$ cat src/rtl/instr_prefetch_queue_if.sv
// Fetch-stage bundle: MMU instruction read port, decode-side opcode handshake and redirect.
// master = the prefetch queue; slave = MMU/decode side.
interface instr_prefetch_queue_if #(
  parameter int unsigned BUS_WIDTH = 32,
  parameter int unsigned DEPTH     = 4
);
  localparam int unsigned CntWidth = $clog2(DEPTH) + 1;

  logic [BUS_WIDTH-1:0] mem_addr;
  logic                 mem_req;
  logic                 mem_busy;
  logic [BUS_WIDTH-1:0] mem_data;
  logic                 op_valid;
  logic [BUS_WIDTH-1:0] op_data;
  logic [BUS_WIDTH-1:0] op_pc;
  logic                 op_ready;
  logic                 flush;
  logic [BUS_WIDTH-1:0] flush_pc;
  logic [CntWidth-1:0]  q_count;

  modport master (
    output mem_addr, mem_req, op_valid, op_data, op_pc, q_count,
    input  mem_busy, mem_data, op_ready, flush, flush_pc
  );

  modport slave (
    input  mem_addr, mem_req, op_valid, op_data, op_pc, q_count,
    output mem_busy, mem_data, op_ready, flush, flush_pc
  );
endinterface

$ cat src/rtl/instr_prefetch_queue.sv
// Instruction prefetch: one MMU word read at a time into a PC-tagged FIFO feeding decode.
// Define IFQ_BYPASS_EN to forward a completing read straight to decode when the queue is empty.
module instr_prefetch_queue #(
  parameter int unsigned          BUS_WIDTH = 32,
  parameter int unsigned          DEPTH     = 4,
  parameter logic [BUS_WIDTH-1:0] RESET_PC  = '0,
  parameter int unsigned          PC_STEP   = 4
) (
  input logic                    clk,
  input logic                    reset,
  instr_prefetch_queue_if.master bus
);
  localparam int unsigned PtrWidth = $clog2(DEPTH);
  localparam int unsigned CntWidth = $clog2(DEPTH) + 1;

  typedef enum logic [1:0] {StIdle, StIssue, StWait, StDrain} state_e;

  state_e               stateQ, stateD;
  logic [BUS_WIDTH-1:0] fetchPcQ, fetchPcD;
  logic [BUS_WIDTH-1:0] memAddrQ, memAddrD;
  logic                 memReqQ, memReqD;
  logic [PtrWidth-1:0]  rdPtrQ, rdPtrD, wrPtrQ, wrPtrD;
  logic [CntWidth-1:0]  countQ, countD;
  logic [BUS_WIDTH-1:0] holdDataQ, holdPcQ;
  logic [BUS_WIDTH-1:0] qData [DEPTH];
  logic [BUS_WIDTH-1:0] qPc   [DEPTH];

  logic qEmpty, wordDone, bypassHit, push, popQueue;

  assign qEmpty   = (countQ == '0);
  assign wordDone = (stateQ == StWait) && !bus.mem_busy && !bus.flush;
`ifdef IFQ_BYPASS_EN
  assign bypassHit = qEmpty && wordDone;
`else
  assign bypassHit = 1'b0;
`endif
  assign popQueue = !qEmpty && bus.op_ready;
  // A bypassed word taken by decode this cycle never enters the queue.
  assign push     = wordDone && !(bypassHit && bus.op_ready);

  assign bus.mem_addr = memAddrQ;
  assign bus.mem_req  = memReqQ;
  assign bus.q_count  = countQ;

  always_comb begin
    bus.op_valid = !qEmpty || bypassHit;
    bus.op_data  = holdDataQ;
    bus.op_pc    = holdPcQ;
    if (!qEmpty) begin
      bus.op_data = qData[rdPtrQ];
      bus.op_pc   = qPc[rdPtrQ];
    end else if (bypassHit) begin
      bus.op_data = bus.mem_data;
      bus.op_pc   = fetchPcQ;
    end
  end

  always_comb begin
    stateD   = stateQ;
    fetchPcD = fetchPcQ;
    memAddrD = memAddrQ;
    memReqD  = memReqQ;
    unique case (stateQ)
      StIdle: begin
        if (!bus.flush && (countQ < CntWidth'(DEPTH))) begin
          memAddrD = fetchPcQ;
          memReqD  = 1'b1;
          stateD   = StIssue;
        end
      end
      StIssue: stateD = bus.flush ? StDrain : StWait;
      StWait: begin
        if (!bus.mem_busy) begin
          if (!bus.flush) fetchPcD = fetchPcQ + BUS_WIDTH'(PC_STEP);
          memReqD = 1'b0;
          stateD  = StIdle;
        end else if (bus.flush) begin
          stateD = StDrain;
        end
      end
      StDrain: begin
        if (!bus.mem_busy) begin
          memReqD = 1'b0;
          stateD  = StIdle;
        end
      end
      default: stateD = StIdle;
    endcase
    // Redirect overrides any increment; the latest flush_pc wins.
    if (bus.flush) fetchPcD = bus.flush_pc;
  end

  always_comb begin
    countD = countQ;
    rdPtrD = rdPtrQ;
    wrPtrD = wrPtrQ;
    if (bus.flush) begin
      countD = '0;
      rdPtrD = '0;
      wrPtrD = '0;
    end else begin
      if (push)     wrPtrD = wrPtrQ + 1'b1;
      if (popQueue) rdPtrD = rdPtrQ + 1'b1;
      if (push && !popQueue)      countD = countQ + 1'b1;
      else if (!push && popQueue) countD = countQ - 1'b1;
    end
  end

  always_ff @(posedge clk or negedge reset) begin
    if (!reset) begin
      stateQ    <= StIdle;
      fetchPcQ  <= RESET_PC;
      memAddrQ  <= '0;
      memReqQ   <= 1'b0;
      rdPtrQ    <= '0;
      wrPtrQ    <= '0;
      countQ    <= '0;
      holdDataQ <= '0;
      holdPcQ   <= '0;
    end else begin
      stateQ   <= stateD;
      fetchPcQ <= fetchPcD;
      memAddrQ <= memAddrD;
      memReqQ  <= memReqD;
      rdPtrQ   <= rdPtrD;
      wrPtrQ   <= wrPtrD;
      countQ   <= countD;
      // Remember what decode last saw so an empty queue keeps presenting it.
      if (bus.op_valid) begin
        holdDataQ <= bus.op_data;
        holdPcQ   <= bus.op_pc;
      end
    end
  end

  always_ff @(posedge clk) begin
    if (push && !bus.flush) begin
      qData[wrPtrQ] <= bus.mem_data;
      qPc[wrPtrQ]   <= fetchPcQ;
    end
  end
endmodule

$ cat src/flat_wrapper.sv
// flat-port wrapper written by rule: the top's interface ports become plain ports
module instr_prefetch_queue_flat 
#(
  parameter int unsigned          BUS_WIDTH = 32,
  parameter int unsigned          DEPTH     = 4,
  parameter logic [BUS_WIDTH-1:0] RESET_PC  = '0,
  parameter int unsigned          PC_STEP   = 4
)
  (clk, reset, bus_mem_addr, bus_mem_req, bus_op_valid, bus_op_data, bus_op_pc, bus_q_count, bus_mem_busy, bus_mem_data, bus_op_ready, bus_flush, bus_flush_pc);
  instr_prefetch_queue_if #(.BUS_WIDTH(BUS_WIDTH), .DEPTH(DEPTH)) bus_i ();
  input logic clk;
  input logic reset;
  output wire logic [$bits(bus_i.mem_addr)-1:0] bus_mem_addr;
  output wire logic [$bits(bus_i.mem_req)-1:0] bus_mem_req;
  output wire logic [$bits(bus_i.op_valid)-1:0] bus_op_valid;
  output wire logic [$bits(bus_i.op_data)-1:0] bus_op_data;
  output wire logic [$bits(bus_i.op_pc)-1:0] bus_op_pc;
  output wire logic [$bits(bus_i.q_count)-1:0] bus_q_count;
  input wire logic [$bits(bus_i.mem_busy)-1:0] bus_mem_busy;
  input wire logic [$bits(bus_i.mem_data)-1:0] bus_mem_data;
  input wire logic [$bits(bus_i.op_ready)-1:0] bus_op_ready;
  input wire logic [$bits(bus_i.flush)-1:0] bus_flush;
  input wire logic [$bits(bus_i.flush_pc)-1:0] bus_flush_pc;
  assign bus_mem_addr = bus_i.mem_addr;
  assign bus_mem_req = bus_i.mem_req;
  assign bus_op_valid = bus_i.op_valid;
  assign bus_op_data = bus_i.op_data;
  assign bus_op_pc = bus_i.op_pc;
  assign bus_q_count = bus_i.q_count;
  assign bus_i.mem_busy = bus_mem_busy;
  assign bus_i.mem_data = bus_mem_data;
  assign bus_i.op_ready = bus_op_ready;
  assign bus_i.flush = bus_flush;
  assign bus_i.flush_pc = bus_flush_pc;
  instr_prefetch_queue #(.BUS_WIDTH(BUS_WIDTH), .DEPTH(DEPTH), .RESET_PC(RESET_PC), .PC_STEP(PC_STEP)) u_core (.clk(clk), .reset(reset), .bus(bus_i));
endmodule
$ cat config.mk
export PLATFORM = sky130hd
export DESIGN_NAME = instr_prefetch_queue_flat
export DESIGN_NICKNAME = d
export VERILOG_FILES = /design/src/rtl/instr_prefetch_queue_if.sv /design/src/rtl/instr_prefetch_queue.sv /design/src/flat_wrapper.sv
export SDC_FILE = /design/constraint.sdc
export NUM_CORES = 1
export LEC_CHECK = 0
export BUFFER_PORTS_ARGS = -buffer_cell sky130_fd_sc_hd__buf_2
export CAP_MARGIN = 5
export CORE_ASPECT_RATIO = 0.7
export CORE_UTILIZATION = 53
export DETAILED_ROUTE_END_ITERATION = 7
export GPL_TIMING_DRIVEN = 0
export PLACE_DENSITY_LB_ADDON = 0.15
export SYNTH_ARGS = -nofsm -noshare
export SYNTH_HDL_FRONTEND = slang
export SYNTH_SLANG_ARGS = --single-unit
$ cat constraint.sdc
create_clock -name clk -period 3.24 [get_ports clk]
set_input_delay 0.162 -clock clk [delete_from_list [all_inputs] [get_ports clk]]
set_output_delay 0.162 -clock clk [all_outputs]
set_load 0.05 [all_outputs]
# After elaboration in Yosys (flattened, before gate mapping)
# Memory sizes are Yosys's and may differ from the RTL's.
# Index checks and enable logic that the tools add are counted.
# totals
reg_bits	138
latchBits	0
ramBits	256
mem_bits_ro	0
input_bits	69
elab_cells	72
mem_count	2
# op_classes
n_addsub	5
n_mul	0
n_div	0
order_cmp	1
eq_ne	8
shifts	0
muxes	23
n_bitwise	0
reduce_logical	24
# memory_table
memory	words	width	rd	rd_ports_with_merged_regs	wr	line	source
u_core.qData	4	32	1	0	1	instr_prefetch_queue.sv:25	logic [BUS_WIDTH-1:0] qData [DEPTH];
u_core.qPc	4	32	1	0	1	instr_prefetch_queue.sv:26	logic [BUS_WIDTH-1:0] qPc [DEPTH];
# op_table
operator	n
$mux W32	5
$add A32 B3 Y32 const B	1
$mux W2	8
$mux W3	3
$pmux W2 S4	1
$reduce_bool A2 Y1	4
$logic_and A1 B1 Y1	7
$reduce_and A3 Y1	2
$logic_not A1 Y1	5
$mux W1	5
$add A2 B1 Y2 const B	2
$eq A2 B2 Y1 const B	2
$ne A2 B1 Y1 const B	2
$ne A2 B2 Y1 const B	2
$reduce_and A2 Y1	2
$add A3 B1 Y3 const B	1
$logic_not A3 Y1	1
$lt A3 B3 Y1 const B	1
$ne A3 B3 Y1 const B	1
$reduce_bool A3 Y1	1
$sub A3 B1 Y3 const B	1
$eq A2 B1 Y1 const B	1
$logic_not A2 Y1	1
$pmux W1 S2	1
$reduce_or A2 Y1	1

# Logic depth before layout (Yosys ltp)
# depth
word_depth	8
depth_mapped	8
mapped_depth_nobuf	6

# Worst setup path after synthesis
# Ideal clock, no wire load.
# synth_path
kind	register to register
from	register u_core.stateQ[0]
to	memory u_core.qData[0][0], enable pin
setup_time_ps	429
arrival_time_ps	2865
required_ps	2811
setup_slack_ps	-55
path_stages_with_launch	4
path_buffers	1
cell_sequence	dfrtp_1 buf_2 nor3b_1 and3_1
# synth_via
elab_chain_len	6
# synth_rtl
item	line	source
start, declared	instr_prefetch_queue.sv:18	state_e stateQ, stateD;
start signal, assigned	instr_prefetch_queue.sv:111	stateQ <= StIdle;
start signal, assigned	instr_prefetch_queue.sv:121	stateQ <= stateD;
$eq A2 B2 Y1	instr_prefetch_queue.sv:31	assign wordDone = (stateQ == StWait) && !bus.mem_busy && !bus.flush;
$logic_and A1 B1 Y1 (2 in series)	instr_prefetch_queue.sv:31	
$logic_and A1 B1 Y1	instr_prefetch_queue.sv:137	if (push && !bus.flush) begin
$mux W1	instr_prefetch_queue.sv:137	
$mux W1 (implied by the code)	instr_prefetch_queue.sv:138	qData[wrPtrQ] <= bus.mem_data;
end, declared	instr_prefetch_queue.sv:25	
# Every way passes these cells.

# Worst setup path in the final report
# layout_path
from	register u_core.rdPtrQ[1]
to	output port bus_op_data[8]
# layout_via
elab_chain_len	2
# layout_rtl
item	line	source
start, declared	instr_prefetch_queue.sv:22	logic [PtrWidth-1:0] rdPtrQ, rdPtrD, wrPtrQ, wrPtrD;
start signal, assigned	instr_prefetch_queue.sv:125	rdPtrQ <= rdPtrD;
$mem_v2 Z4 W32	-	
$mux W32	instr_prefetch_queue.sv:49	if (!qEmpty) begin
end, declared	flat_wrapper.sv:16	output wire logic [$bits(bus_i.op_data)-1:0] bus_op_data;
# Every way passes these cells.

==> impl_results.md <==
- Status: complete, no violations
- Iter 0 DRT Violations: 621
- Worst path bufs/invs: 3
- Rel. slew slack: 24.3%
- Via density: 5.73
- Worst Setup SP: u_core.rdPtrQ[1]
- Worst Skew: between 0.015 and 0.02 ns
- Worst path cell trace: clkbuf_1, clkbuf_1, mux4_2, mux2_2, buf_2
- Area Overhead vs Synth: 21.2%
- Post-synth top cells: 256 x edfxtp_1, 162 x mux2_2, 138 x dfrtp_1
- Fraction of registers with async set/reset: between 30% and 40%
- Number of antenna diodes: 0
- Die Wd: 209 µm
- Vias in the first global route: 9,320
- Seq cells post-synth: 394
- Worst r2r src: u_core.stateQ[0]
- Die Footprint: 30,700 µm²
- CP max-delay cell: clkbuf_1
- CP max stage delay: around 0.58 ns
- Worst hold margin: 0.0455 ns
- Max-cap violations: 0
- Worst-Margin Slew: 1.12 ns
- VDD IR-drop max: approximately 800 µV
- Core Rows: 52
- Final hold violations: 0
- Yosys cell types: 47
- Syn_area_per_cell: 18.0 µm²
- Clock latency on the worst-skew pair: ~0.52 ns
- Root buf cell: clkbuf_16
- Crit Path Category: reg -> out
- Yosys top cell area share: 48.4%
- Post-synth EDFFs: 256
- Global route total overflow: 0
- Dominant synthesized flop cell: edfxtp_1
- Nets: 1,241
- Total GRT Usage: about a quarter
- DRT Pass-1 Iters: 5
- Clock Sinks: 394
- Initial antenna violation count: 0
- Clk buf depth: 3
- Hold Path Class: in -> async
- Detailed-route via count: 9,007
- Post-detail-place hpwl: around 22,000 µm
- CTS Buf Count: 38
- Most used cell, CP: clkbuf_1
- Max Clk Rate: 324 MHz
- Max-slew violation count: 0
- Initial core utilization: 54.5%
- Largest net degree at the start of global routing: 75
- Core area: just under 30,000 µm²
- CTS tree: done
- Layout cells sized above 1: 40.1%
- Pwr Density: 1030 nW/µm²
- Unrepaired setup endpoints after global routing: no
- DR WL/cell: 22.2 µm
- Number of routed nets with antenna violations: 0
- Period Utilization, post-route: between 90% and 100%
- Area leader, netlist: edfxtp_1
- Ys Warns: 0
- Crit start category: flip-flop
- Remaining DRCs: 0
- Register area share after synthesis: 70.1%
- IO buf count: 169
- CP arrival: approximately 2.9 ns
- # IOs: 170
- Fill count: 2,083
- Minimum clock period: 3.09 ns
- Cell count after synthesis: 883
- Area of the mapped netlist: 15,900 µm²
- Routed wire length: 34,900 µm
- Most frequent cell after synthesis: edfxtp_1
- CP top delay family: buffers and inverters
- CTS H-tree depth: 2
- Synth area leaders: edfxtp_1 48%, dfrtp_1 22%, mux2_2 11%, mux4_2 9.1%, clkbuf_1 0.83%
- Final Wtd Congestion: between 0.7 and 0.8
- Worst-path clk slew: 0.07 ns
- First-pass GRT wire length: ~55,000 µm
- Leak: 6.99 nW
- Required @ worst endpoint: 3.08 ns
- CP endpoint kind: output pin
- Syn nets: 958
- # setup viols final: 0
- Setup TNS: 0 ns
- Max FO, Critical Path: 10
- Die height: around 150 µm
==> worst register-to-register path, cell delays in order, from the launching register on <==
cell,delay [ns]
dfrtp_1,0.35
buf_2,0.16
or3b_1,0.34
buf_2,0.19
or4_1,0.64
clkbuf_1,0.26
clkbuf_1,0.30
o41ai_1,0.33
a31oi_1,0.13
==> cell usage in the layout, fill, tap and decap left out, drive strengths merged, types with 7 or more instances in the layout <==
master and instances:
a31oi 11, and3 7, buf 187, clkbuf 95, clkinv 10, dfrtp 138, dlygate4sd3 66, edfxtp 256
inv 9, mux2 162, mux4 64, nand2 30, nand3 11, nand4 12, nor2 20, nor3 11
nor4 7, o21ai 22, or4 8, xnor2 12
==> worst paths after layout <==
| kind | cells past startpoint | slack [ns] | endpoint |
|---|---|---|---|
| max in group asynchronous | 4 | 2.24 | u_core.bus.mem_addr[20] |
| min in group clk | 3 | 0.09 | u_core.bus.mem_addr[0] |
| worst min register to register | 1 | 0.48 | u_core.bus.mem_req |
| worst min-delay path | 2 | 0.05 | u_core.holdDataQ[16] |
| worst max register to register | 8 | 0.41 | u_core.fetchPcQ[25] |
| worst max-delay path | 5 | 0.15 | bus_op_data[8] |
==> final cells by class <==
type / count / area, µm² / area share (%)
Clock buffer: 57 / 1100 / 5.73
Tap cell: 378 / 473 / 2.46
Buffer: 49 / 213 / 1.10
Timing Repair Buffer: 243 / 1680 / 8.70
Sequential cell: 394 / 11100 / 57.9
Clock inverter: 12 / 62.6 / 0.325
Multi-Input combinational cell: 432 / 4550 / 23.6
Inverter: 8 / 30.0 / 0.156
==> metal layers <==
metal / routed length, µm / global-route usage [%] / part of all wire [%] / vias to the layer above
li1: - / - / - / 4038
met1: 16400 / 35.7 / 47 / 4660
met2: 16300 / 36.6 / 47 / 268
met3: 1690 / 3.72 / 4.8 / 41
met4: 449 / 4.78 / 1.3 / 0
met5: 0 / 0 / 0 / -
==> report_power, final <==
part / leakage [nW] / total, W / internal, W / switching [W]
sequential: 3.94 / 0.00672 / 0.00623 / 0.000489
combinational: 2.48 / 0.00900 / 0.00314 / 0.00586
clock: 0.575 / 0.00418 / 0.00236 / 0.00182
==> through the flow <==
step                      utilization, %  instance area [µm²]  total power [W]  setup slack [ns]  cells
after floorplan                        -                15900           0.0137             0.589    883
after global placement              59.0                17200           0.0156            -0.368   1430
after detailed placement            59.7                17400           0.0158           -0.0111   1437
after CTS                           66.1                19300           0.0201            0.0385   1572
after global routing                66.0                19200           0.0208            0.0235   1573
final                               66.0                19200           0.0199             0.155   1573
==> what timing repair did <==
action / CTS / global route
hold buffers: 66 / 0
buffers inserted: 0 / 0
gates resized for setup: 14 / 20
setup endpoints to repair: 40 / 56
hold endpoints to repair: 247 / 0
==> cells by family after synthesis <==
group | Yosys count | synth area share, %
xor+xnor | 16 | 0.882
simple gates | 130 | 4.41
mux | 227 | 20.6
flops | 394 | 70.1
compound gates | 53 | 2.06
buf+inv | 57 | 1.36
fa+ha+maj | 6 | 0.520
==> registers in the layout (all words and copies together), names as in the netlist, 3 cells and up <==
| name | flops |
|---|---|
| u_core.bus.mem_addr | 32 |
| u_core.bus.q_count | 3 |
| u_core.fetchPcQ | 32 |
| u_core.holdDataQ | 32 |
| u_core.holdPcQ | 32 |
| u_core.qData | 128 |
| u_core.qPc | 128 |
Note: power is estimated with default switching activity, not from simulation.
